`src/rtl/dbg_pkg.sv`:
```
// Shared types for the debug run-control sequencer: FSM state encoding and dcsr.cause codes.
package dbg_pkg;

  typedef enum logic [2:0] {
    RUN     = 3'd0,
    DRAIN   = 3'd1,
    HALTED  = 3'd2,
    RESUME  = 3'd3,
    STEP    = 3'd4
  } dbg_state_e;

  localparam logic [2:0] CAUSE_EBREAK  = 3'd1;
  localparam logic [2:0] CAUSE_HALTREQ = 3'd3;
  localparam logic [2:0] CAUSE_STEP    = 3'd4;

endpackage

```
`src/rtl/dbg_halt_ctrl.sv`:
```
// Debug run-control sequencer: halt/resume/step for the IF/DE/MW pipeline; DBG_STEP_EN adds single-step.
// Latency: halted rises DRAIN_CYCLES+2 edges after the entry cycle (longer while mw_busy); resume takes 1 cycle.
// Backpressure: mw_busy holds the drain indefinitely; requests are levels, no handshake beyond resumeack.
module dbg_halt_ctrl
  import dbg_pkg::*;
#(
  parameter int DRAIN_CYCLES = 2,
  parameter int CNT_W        = 4
) (
  input  logic        clk,
  input  logic        rst,
  input  logic        haltreq,
  input  logic        resumereq,
  input  logic        step,
  input  logic        ebreak_DE,
  input  logic        hz_stall,
  input  logic        br_taken,
  input  logic [31:0] br_target,
  input  logic [31:0] pc_IF,
  input  logic [31:0] pc_DE,
  input  logic        mw_busy,
  output logic        dbg_stall_IF,
  output logic        dbg_flush_DE,
  output logic        pc_redirect,
  output logic [31:0] dpc,
  output logic [2:0]  cause,
  output logic        halted,
  output logic        running,
  output logic        resumeack
);

  localparam logic [CNT_W-1:0] DRAIN_LOAD = CNT_W'(DRAIN_CYCLES);

  dbg_state_e        state_q, state_d;
  logic [CNT_W-1:0]  cnt_q, cnt_d;
  logic [31:0]       dpc_q, dpc_d;
  logic [2:0]        cause_q, cause_d;

`ifndef DBG_STEP_EN
  logic unused_step;
  assign unused_step = step;
`endif

  always_comb begin
    state_d = state_q;
    cnt_d   = cnt_q;
    dpc_d   = dpc_q;
    cause_d = cause_q;
    case (state_q)
      RUN: begin
        if (haltreq) begin
          state_d = DRAIN;
          cnt_d   = DRAIN_LOAD;
          cause_d = CAUSE_HALTREQ;
          // A killed DE instruction (ebreak or load-use victim) is the next to execute.
          if (ebreak_DE)     dpc_d = pc_DE;
          else if (br_taken) dpc_d = br_target;
          else if (hz_stall) dpc_d = pc_DE;
          else               dpc_d = pc_IF;
        end else if (ebreak_DE) begin
          state_d = DRAIN;
          cnt_d   = DRAIN_LOAD;
          cause_d = CAUSE_EBREAK;
          dpc_d   = pc_DE;
        end
      end
      DRAIN: begin
        if (cnt_q == '0) begin
          if (!mw_busy) state_d = HALTED;
        end else begin
          cnt_d = cnt_q - CNT_W'(1);
        end
      end
      HALTED: begin
        if (resumereq) state_d = RESUME;
      end
      RESUME: begin
        state_d = RUN;
`ifdef DBG_STEP_EN
        if (step) state_d = STEP;
`endif
      end
`ifdef DBG_STEP_EN
      STEP: begin
        state_d = DRAIN;
        cnt_d   = DRAIN_LOAD;
        if (ebreak_DE) begin
          cause_d = CAUSE_EBREAK;
          dpc_d   = pc_DE;
        end else begin
          cause_d = CAUSE_STEP;
          dpc_d   = br_taken ? br_target : pc_IF;
        end
      end
`endif
      default: state_d = RUN;
    endcase
  end

  always_ff @(posedge clk) begin
    if (rst) begin
      state_q <= RUN;
      cnt_q   <= '0;
      dpc_q   <= '0;
      cause_q <= '0;
    end else begin
      state_q <= state_d;
      cnt_q   <= cnt_d;
      dpc_q   <= dpc_d;
      cause_q <= cause_d;
    end
  end

  // Entry-cycle kills must act in the same cycle, so these two terms bypass the state register.
  logic kill_entry;
  always_comb begin
    kill_entry = 1'b0;
    if (state_q == RUN)  kill_entry = ebreak_DE | (haltreq & hz_stall);
`ifdef DBG_STEP_EN
    if (state_q == STEP) kill_entry = ebreak_DE;
`endif
  end

  assign dbg_stall_IF = (state_q == DRAIN) | (state_q == HALTED);
  assign dbg_flush_DE = dbg_stall_IF | (state_q == RESUME) | kill_entry;
  assign pc_redirect  = (state_q == RESUME);
  assign resumeack    = (state_q == RESUME);
  assign halted       = (state_q == HALTED);
  assign running      = !dbg_stall_IF;
  assign dpc          = dpc_q;
  assign cause        = cause_q;

endmodule

```
`config.mk`:
```
export PLATFORM = sky130hd
export DESIGN_NAME = dbg_halt_ctrl
export DESIGN_NICKNAME = d
export VERILOG_FILES = /design/src/rtl/dbg_pkg.sv /design/src/rtl/dbg_halt_ctrl.sv
export SDC_FILE = /design/constraint.sdc
export NUM_CORES = 1
export LEC_CHECK = 0
export ABC_AREA = 0
export BUFFER_PORTS_ARGS = -buffer_cell sky130_fd_sc_hd__buf_2
export CAP_MARGIN = 10
export CORE_MARGIN = 2
export CORE_UTILIZATION = 35
export DETAILED_ROUTE_END_ITERATION = 16
export GPL_TIMING_DRIVEN = 0
export PLACE_DENSITY = 0.69
export SLEW_MARGIN = 20
export SYNTH_ARGS = -nofsm -noshare
export SYNTH_HDL_FRONTEND = slang
export SYNTH_SLANG_ARGS = --single-unit
```
`constraint.sdc`:
```
create_clock -name clk -period 1.9 [get_ports clk]
set_clock_uncertainty 0.15 [all_clocks]
set_input_delay 0.475 -clock clk [delete_from_list [all_inputs] [get_ports clk]]
set_output_delay 0.475 -clock clk [all_outputs]
set_load 0.01 [all_outputs]
```
# After elaboration in Yosys (flattened, before gate mapping)
# Cells that the tools add are included.
word_totals:
  wordCells: 43
  output_inout_bits: 41
  in_bits: 105
  reg_bits: 42
classes:
  muxes: 17
  bitwise_logic: 5
  n_reduce_logical: 8
  eq_ne: 8
  add_sub_neg: 1
ops:
  columns: ["operator", "n"]
  rows:
  - ["$mux 32", 5]
  - ["$mux 3", 6]
  - ["$mux 4", 3]
  - ["$pmux 3 s3", 1]
  - ["$ne 2x2->1 const B", 4]
  - ["$pmux 4 s2", 1]
  - ["$eq 3x2->1 const B", 2]
  - ["$logic_not 4->1", 1]
  - ["$or 1x1->1", 4]
  - ["$reduce_and 4->1", 1]
  - ["$reduce_bool 2->1", 2]
  - ["$sub 4x1->4 const B", 1]
  - ["$eq 3x1->1 const B", 1]
  - ["$logic_not 3->1", 1]
  - ["$ne 3x3->1 const B", 1]
  - ["$reduce_and 3->1", 1]
  - ["$reduce_and 2->1", 1]
  - ["$and 1x1->1", 1]
  - ["$logic_not 1->1", 1]
  - ["$mux 1", 1]

# Depth between registers and ports, before layout
# Gate-level depths: netlist of the first run.
logic_depth:
  depth_word: 4
  mapped_depth: 7
  depth_no_buf: 6

# Least setup slack after synthesis of the first run
# No wires, ideal clock.
synth_path:
  path_kind: "register to register"
  start: "register cnt_q[0]"
  end: "register state_q[1]"
  setup_ns: 0.128
  slack_ns: 0.063
  t_arrival_ns: 1.559
  synth_period_minus_slack_ns: 1.837
  t_required_ns: 1.622
  path_stages_with_launch: 7
  n_path_buf: 0
  path_cell_list: "dfxtp_1 inv_1 ha_1 or3b_4 a2111oi_4 mux2i_1 nor2_1"
synth_via:
  elab_chain_cells: 3
synth_rtl:
  columns: ["element", "line_no", "text"]
  rows:
  - ["start: declaration", "dbg_halt_ctrl.sv:35", "logic [CNT_W-1:0] cnt_q, cnt_d;"]
  - ["start signal: assignment", "dbg_halt_ctrl.sv:108", "cnt_q <= cnt_d;"]
  - ["$logic_not 4->1", "dbg_halt_ctrl.sv:68", "if (cnt_q == '0) begin"]
  - ["$ne 2x2->1 (no line)", null, null]
  - ["$reduce_and 4->1 (no line)", null, null]
  - ["end signal: assignment", "dbg_halt_ctrl.sv:107", "state_q <= state_d;"]
  - ["end: declaration", "dbg_halt_ctrl.sv:34", "dbg_state_e state_q, state_d;"]
# Every way passes these cells.
# A chain may end at the register's enable or synchronous reset.

# Worst setup path after layout of the first run
layout_path:
  start: "register cnt_q[1]"
  end: "register state_q[1]"
# The elaborated chain is that of the path after synthesis.

==> flow_summary.ini, run 1 <==
[sta]
worst_slew_pin_slew_ns = 0.5157
layout_worst_path_cycle_share_pct = 100.6
period_minus_slack_ns = 1.911
max_clock_freq_mhz = 523.3
setup_violations = 1
slew_headroom_pct = 65.62
hold_violations = 0
worst_slack_ns = -0.01092
slew_violations = 0
grt_setup_unrepaired = yes

[place]
dp_cells = 551
dp_slack_ns = -0.2955
globalplace.congestion = 0.8061
port-buffer-count = 141
hpwl_microns = 5932

[clock_tree]
cts_root_buffer = clkbuf_8
cts_buffers = 5
cts_buffer_depth = 2
clock_latency_ns = 0.29
cts.sinks = 40
clk_pin_slew_worst_paths_ns = 0.08
ctsHtreeMaxLevel = 2
cts_tree = built

[worst_setup_path]
crit_path_max_fanout = 3
arrival_ns = 1.93
endpoint_kind = flip-flop
cp.required_ns = 1.92
critical_path_class = flip-flop to flip-flop
cp-start-kind = flip-flop

[route]
wl_per_cell_microns = 14.14
finalWirelength_microns = 8006
drt_iter0_drc = 98
detail-route-antenna-nets = 0
first_pass_iters = 4
drc = 0
viasPerCell = 5.099
vias = 2886

[floorplan]
std_cell_rows = 30
ios = 146
core_sq_mm = 0.006832
fp.dieW_microns = 88.09
die_y_microns = 88.09
dieArea_sq_mm = 0.007760
initial_core_util_pct = 36.23

[synthesis]
synth_area_per_cell_sq_um = 7.882
netlist_instances = 314
synth_cell_types = 34
ys_async_sr_fraction_pct = 0
ys_ff_latch = 40
yosys_most_used_dff = dfxtp_1
synth_area_sq_mm = 0.002475
synth_edf_count = 0
synth.yosys.seq_area_share_pct = 32.36
synth_warnings = 0
syn-num-nets = 426

[power_and_ir_drop]
ir_drop_v = 0.0003926
p_leak_nw = 1.750
p_per_area_mw_per_mm2 = 1253

[final_layout]
area_growth_pct = 42.97
num_antenna_cells = 0
final_util_pct = 51.79
fillers = 729
final_nets = 581
layout-drive-gt1-share_pct = 40.85
layout.cells.non_filler = 566

[outcome]
violations = negative setup slack
status = finished with violations

[global_route]
busiest_layer = met2
grt_overflow = 0
use_met3_pct = 4.995
grt_pass1_wl_microns = 12200
grtUsageMet2_pct = 34.44
antenna_found_initial = 0
grtUsageMet1_pct = 25.20
grt_pass1_vias = 2587
track_usage_pct = 20.10
grt_max_degree = 12

[job]
drv_cap = 0

[hold_path]
hold_path_class = flip-flop to flip-flop
-- what timing repair did --
| action | in CTS | in global routing |
|---|---|---|
| setup endpoints to repair | 37 | 39 |
| setup buffers | 0 | 7 |
| hold buffers | 0 | 0 |
| pin swaps | 2 | 4 |
| resized for setup | 16 | 28 |
-- worst max-delay path: stages, from the launching register on --
cell       delay, ns
dfxtp_2         0.34
inv_2           0.08
ha_4            0.12
or3b_4          0.39
a2111oi_4       0.43
mux2i_1         0.23
nor2_1          0.05
-- flip-flops by register name, indices dropped and copies added, names as in the netlist --
signal,flops
state_q,2
cnt_q,4
cause,2
dpc,32
-- final timing paths --
| check | start | end | slack [ns] | cells after the start |
|---|---|---|---|---|
| max | cnt_q[1] | state_q[1] | -0.01 | 6 |
| min | dpc[8] | dpc[8] | 0.34 | 2 |
| max reg2reg | cnt_q[1] | state_q[1] | -0.01 | 6 |
| min reg2reg | dpc[8] | dpc[8] | 0.34 | 2 |
-- cells in the mapped netlist (2+ instances only) --
master / number / area, sq um
clkbuf_1: 21 / 78.83
nand2_1: 34 / 127.6
o21ai_0: 27 / 135.1
buf_2: 6 / 30.03
nor2_1: 42 / 157.7
buf_4: 2 / 15.01
dfxtp_1: 40 / 800.8
xnor2_1: 2 / 17.52
o21ai_1: 6 / 30.03
nor3_1: 33 / 165.2
inv_1: 6 / 22.52
buf_1: 3 / 11.26
a221oi_1: 32 / 280.3
nor2b_1: 2 / 12.51
ha_1: 7 / 87.58
mux2i_1: 33 / 330.3
-- metrics by stage --
step | area [sq um] | total power, mW | hold WS (ns) | setup TNS [ns]
6_report | 3538 | 4.432 | 0.3403 | -0.01092
2_1_floorplan | 2475 | 2.813 | 0.3394 | 0
3_3_place_gp | 3301 | 3.511 | 0.2994 | -8.317
3_5_place_dp | 3301 | 3.563 | 0.3259 | -8.057
4_1_cts | 3426 | 4.221 | 0.3398 | 0
5_1_grt | 3538 | 4.789 | 0.3642 | -0.1938
-- layer usage --
metal / share of wire, % / vias to the layer above
li1: - / 1445
met1: 43 / 1324
met2: 49 / 110
met3: 7.3 / 7
met4: 0.90 / 0
met5: 0 / -
-- report_power, final --
group | internal (mW) | leakage [nW] | switching [mW]
Clock | 0.297 | 0.0455 | 0.300
Sequential | 1.18 | 0.333 | 0.186
Combinational | 1.14 | 1.37 | 1.33
-- final cells by class --
| class | count | area (sq um) | share of cell area, % |
|---|---|---|---|
| multi-input combinational | 236 | 1565 | 44.24 |
| buffer | 32 | 171.4 | 4.844 |
| sequential | 40 | 810.8 | 22.91 |
| clock buffer | 8 | 90.09 | 2.546 |
| timing repair buffer | 148 | 758.2 | 21.43 |
| tap | 96 | 120.1 | 3.395 |
| inverter | 6 | 22.52 | 0.6365 |
-- kinds of logic after synthesis --
family,count (synthesis),share of synthesized area (%)
AOI/OAI and AO/OA,74,21.64
xor gates and xnor gates,2,0.7079
adders and majority gates,7,3.539
buffers and inverters,38,6.370
DFF,40,32.36
muxes,33,13.35
other,1,0.1515
and+or+nand+nor,119,21.89
-- placed cells by master, fill, tap and decap left out, drive strengths merged, types with 2 or more instances in the layout --
| cell type | count |
|---|---|
| a221oi | 32 |
| buf | 160 |
| clkbuf | 28 |
| dfxtp | 40 |
| ha | 7 |
| inv | 6 |
| mux2i | 33 |
| nand2 | 34 |
| nor2 | 42 |
| nor2b | 2 |
| nor3 | 34 |
| o21ai | 33 |
| xnor2 | 2 |
(Power assumes the default switching activity.)
==> inputs of run 2 (changes only) <==
PLACE_DENSITY = 0.67   (was 0.69)
clock period = 2 ns   (was 1.9 ns; I/O delays follow)
==> run 2 against run 1 <==
Net effect: the flow now finishes without violations; sequential power down 6%; combinational power down 13%; global-route usage down 1.0 points; clock power down 16%; power down 11%; cell area down 3.3%; core utilization down 1.7 points; critical path depth down 1; via count down 2.0%; die area unchanged; register-to-register slack better by 0.13 ns.
==> flow_summary.ini, run 2 (synthesis gave the netlist of run 1 again) <==
[sta]
layout_worst_path_cycle_share_pct = 96.31
setup_violations = 0
slew_violations = 0
worst_slack_ns = 0.07385
hold_ws_ns = 0.3368
max_clock_freq_mhz = 519.2
slew_headroom_pct = 65.84
period_minus_slack_ns = 1.926
worst_slew_pin_slew_ns = 0.5124
hold_violations = 0

[place]
dp_slack_ns = -0.2240
place_area_sq_mm = 0.003301
port-buffer-count = 141
globalplace.congestion = 0.8149
hpwl_microns = 5774

[route]
top_layer = met4
vias = 2829
m1WireLength_microns = 3396
wl_per_cell_microns = 13.57
met3_length_microns = 493
drc = 0
first_pass_iters = 4
detail-route-antenna-nets = 0
routed-wl-met2_microns = 3659
drt_iter0_drc = 79
finalWirelength_microns = 7584
viasPerCell = 5.061

[worst_setup_path]
cp-start-kind = input port
worstPathCellList = buf_2 -> buf_4 -> clkbuf_4 -> nand3b_1 -> buf_2
rr_startpoint = cnt_q[0]
cp.required_ns = 1.35
endpoint_kind = primary output
slowest_delay_ns = 0.20
critical_path_class = input port to primary output
crit_path_max_fanout = 10
slowest_stage = clkbuf_4
crit_start = ebreak_DE
arrival_ns = 1.28
worst_path_most_repeated_cell = buf_2

[power_and_ir_drop]
p_leak_nw = 1.693
comb_power_share_pct = 54.7
intPower_mw = 2.314
p_per_area_mw_per_mm2 = 1155
ir_drop_v = 0.0005358
sw_frac_of_total_pct = 41.45
p_total_mw = 3.952
p_sw_mw = 1.638
clockPowerShare_pct = 12.6
seqPwrFrac_pct = 32.7

[final_layout]
final_cell_mix = buf_2, nor2_1, dfxtp_1
final_common_cell = buf_2
final_area_sq_mm = 0.003423
num_antenna_cells = 0
layout-drive-gt1-share_pct = 37.37
area_growth_pct = 38.32
final_util_pct = 50.11
final_nets = 575
largest_reg_flops = 32

[clock_tree]
clock_latency_ns = 0.28
cts.sinks = 40
ctsHtreeMaxLevel = 2
cts_buffers = 5
cts_tree = built
clk_pin_slew_worst_paths_ns = 0.07
cts_root_buffer = clkbuf_8
cts_hold_buf = 0
cts_buffer_depth = 2

[hold_path]
hold_start = cause[0]
hold_path_class = flip-flop to flip-flop

[global_route]
grt_max_degree = 12
track_usage_pct = 19.06
antenna_found_initial = 0
grt_pass1_vias = 2492
grt_overflow = 0
grt_pass1_wl_microns = 11660

[job]
drv_cap = 0

[floorplan]
std_cell_rows = 30
initial_core_util_pct = 36.23
ios = 146
die_y_microns = 88.09
core_sq_mm = 0.006832
dieArea_sq_mm = 0.007760
fp.dieW_microns = 88.09

[outcome]
status = finished, final reports clean
[run 2: cell types whose count changed in the layout (fill, tap and decap cells not counted), sizes merged]
cell | previous run | this run
clkinv | 0 | 1
buf | 160 | 152
[run 2: cell type report]
type | count | area (sq um)
Buffer | 32 | 157.7
Sequential cell | 40 | 805.8
Clock inverter | 1 | 5.005
Timing Repair Buffer | 142 | 713.2
Clock buffer | 6 | 72.57
Fill cell | 694 | 3408
Multi-Input combinational cell | 236 | 1526
Tap cell | 96 | 120.1
Inverter | 6 | 22.52
[run 2: critical path, delay by kind of cell]
kind	cells	cell delay (ns)
AND/OR/NAND/NOR	1	0.16
buffers and inverters	4	0.62
[run 2: final timing paths]
kind	to	slack [ns]	cells past startpoint
min	cause[0]	0.34	2
max	dbg_flush_DE	0.07	5
max reg2reg	state_q[1]	0.12	6
min reg2reg	cause[0]	0.34	2
[run 2: routing by layer]
metal  vias up  global-route usage (%)
met5         -                       0
met4         0                   3.994
met3         2                   4.147
met2        97                   32.71
met1      1302                   24.70
li1       1428                       -
[run 2: timing repair]
item	CTS	global route
endpoints found under the setup margin	31	37
endpoints found under the hold margin	0	0
buffers inserted	0	1
pin swaps	0	2
cloned	0	0
gates resized for setup	6	18
[run 2: power by group through the flow]
stage | sequential, mW | clock [mW] | combinational [mW]
5_1_grt | 1.33 | 0.542 | 2.41
3_5_place_dp | 1.30 | 0 | 2.08
4_1_cts | 1.28 | 0.523 | 2.09
2_1_floorplan | 1.40 | 0 | 1.27
3_3_place_gp | 1.29 | 0 | 2.04
6_report | 1.29 | 0.499 | 2.16
[run 2: per-stage QoR]
step,cells,TNS (ns)
detailed placement,551,-5.924
global placement,551,-5.127
global route,559,-0.0009726
CTS,558,0
floorplan,314,0
finish,559,0
==> inputs of run 3 (changes only) <==
CTS_BUF_LIST = sky130_fd_sc_hd__clkbuf_4   (was not set)
==> run 3 against run 2 <==
Net effect: critical path depth unchanged; flip-flop and latch count unchanged; worst setup slack better by 0.0039 ns; clock-buffer cell count did not move; sequential share of layout area up 0.33 points; largest power group unchanged.
==> flow_summary.ini, run 3 (synthesis gave the netlist of run 1 again) <==
[floorplan]
die_y_microns = 88.09
ios = 146
dieArea_sq_mm = 0.007760
core_sq_mm = 0.006832
std_cell_rows = 30
fp.dieW_microns = 88.09
initial_core_util_pct = 36.23

[power_and_ir_drop]
clockPowerShare_pct = 10.4
p_sw_mw = 1.623
p_leak_nw = 1.667
sw_frac_of_total_pct = 42.36
p_per_area_mw_per_mm2 = 1131
intPower_mw = 2.208
comb_power_share_pct = 55.7
seqPwrFrac_pct = 33.8
ir_drop_v = 0.0005269

[worst_setup_path]
arrival_ns = 1.27
worst_path_most_repeated_cell = buf_2
cp_top_family = buffers and inverters
worstPathCellList = buf_2 -> buf_4 -> clkbuf_4 -> nand3b_1 -> buf_2
slowest_stage = clkbuf_4
slowest_delay_ns = 0.20
critPathBufInv = 4
endpoint_kind = primary output
critical_path_class = input port to primary output
cp-start-kind = input port
crit_path_max_fanout = 10
cp.required_ns = 1.35

[sta]
max_clock_freq_mhz = 520.2
grt_setup_unrepaired = no
setup_violations = 0
slew_violations = 0
slew_headroom_pct = 66.47
layout_worst_path_cycle_share_pct = 96.11
worst_slew_pin_slew_ns = 0.5029
period_minus_slack_ns = 1.922
hold_violations = 0

[clock_tree]
cts_root_buffer = clkbuf_4
cts_buffer_depth = 2
clk_pin_slew_worst_paths_ns = 0.11
cts.sinks = 40
clock_latency_ns = 0.34
ctsHtreeMaxLevel = 2
post_cts_buffers = 0
cts_tree = built
cts_buffers = 5

[place]
place_area_sq_mm = 0.003301
globalplace.congestion = 0.8149
hpwl_microns = 5774
port-buffer-count = 141

[final_layout]
final_nets = 573
num_antenna_cells = 0
final_common_cell = buf_2
fillers = 692
multi_input_area_sq_mm = 0.001535
regArea_sq_um = 808.3
final_util_pct = 49.58
area_growth_pct = 36.86
layout-drive-gt1-share_pct = 37.09
final_area_sq_mm = 0.003387
largest_reg_flops = 32
final_cell_mix = buf_2, nor2_1, dfxtp_1

[hold_path]
hold_path_class = input port to flip-flop

[global_route]
antenna_found_initial = 0
grt_pass1_wl_microns = 11650
grt_overflow = 0
grt_max_degree = 12
grt_pass1_vias = 2488
track_usage_pct = 19.16

[route]
drt_iter0_drc = 84
viasPerCell = 5.032
vias = 2803
finalWirelength_microns = 7561
detail-route-antenna-nets = 0
wl_per_cell_microns = 13.57
first_pass_iters = 4
drc = 0

[outcome]
status = finished, final reports clean

[job]
drv_cap = 0
## run 3: changes by cell type in the layout (fill, tap and decap cells not counted), moves of 2 or more
cell      before  now
buf_4          5    3
buf_2        144  146
clkbuf_2       6    3
clkbuf_4       3    8
clkbuf_8       5    0
## run 3: area by class of cell
type,count,share of cell area (%)
sequential,40,23.86
clock buffer,6,1.330
inverter,6,0.6649
timing repair buffer,141,20.83
tap,96,3.546
multi-input combinational,236,45.33
buffer,31,4.285
clock inverter,1,0.1478
## run 3: power groups by stage
stage / sequential (mW) / combinational [mW] / clock [mW]
finish: 1.30 / 2.14 / 0.400
CTS: 1.29 / 2.10 / 0.413
global route: 1.33 / 2.40 / 0.445
global placement: 1.29 / 2.04 / 0
floorplan: 1.40 / 1.27 / 0
detailed placement: 1.30 / 2.08 / 0
## run 3: worst min-delay path: stages
cell and delay, ns:
buf_2 0.14, a22oi_1 0.09, nor2_1 0.07
## run 3: path summary, 6_finish.rpt
kind                                 from      endpoint  slack, ns  cells past startpoint
worst max-delay path            ebreak_DE  dbg_flush_DE       0.08                      5
worst min-delay path              haltreq      cause[1]       0.34                      3
worst max register to register   cnt_q[0]    state_q[1]       0.11                      6
worst min register to register    dpc[14]       dpc[14]       0.34                      2
## run 3: metal layers
metal  routed length (microns)  vias up  global-route usage, %  share of wire, %
met5                         0        -                      0                 0
met4                        65        0                  4.408              0.86
met3                       583        8                  4.430               7.7
met2                      3588      108                  32.44                47
met1                      3324     1262                  24.87                44
li1                          -     1425                      -                 -
## run 3: metrics by stage
step / instances / setup WS, ns / setup TNS [ns] / total power [mW] / hold slack [ns]
3_3_place_gp: 551 / -0.2246 / -5.127 / 3.335 / 0.3080
2_1_floorplan: 314 / 0.1631 / 0 / 2.672 / 0.3394
3_5_place_dp: 551 / -0.2240 / -5.924 / 3.374 / 0.3238
5_1_grt: 557 / 0.004339 / 0 / 4.175 / 0.3515
4_1_cts: 558 / -0.003915 / -0.007830 / 3.800 / 0.3329
6_report: 557 / 0.07775 / 0 / 3.831 / 0.3351
## run 3: repair_timing
| action | 4_1_cts | 5_1_grt |
|---|---|---|
| hold buffers | 0 | 0 |
| resized for setup | 8 | 16 |
| cloned | 0 | 0 |
| pin swaps | 0 | 1 |
| endpoints found under the setup margin | 32 | 30 |
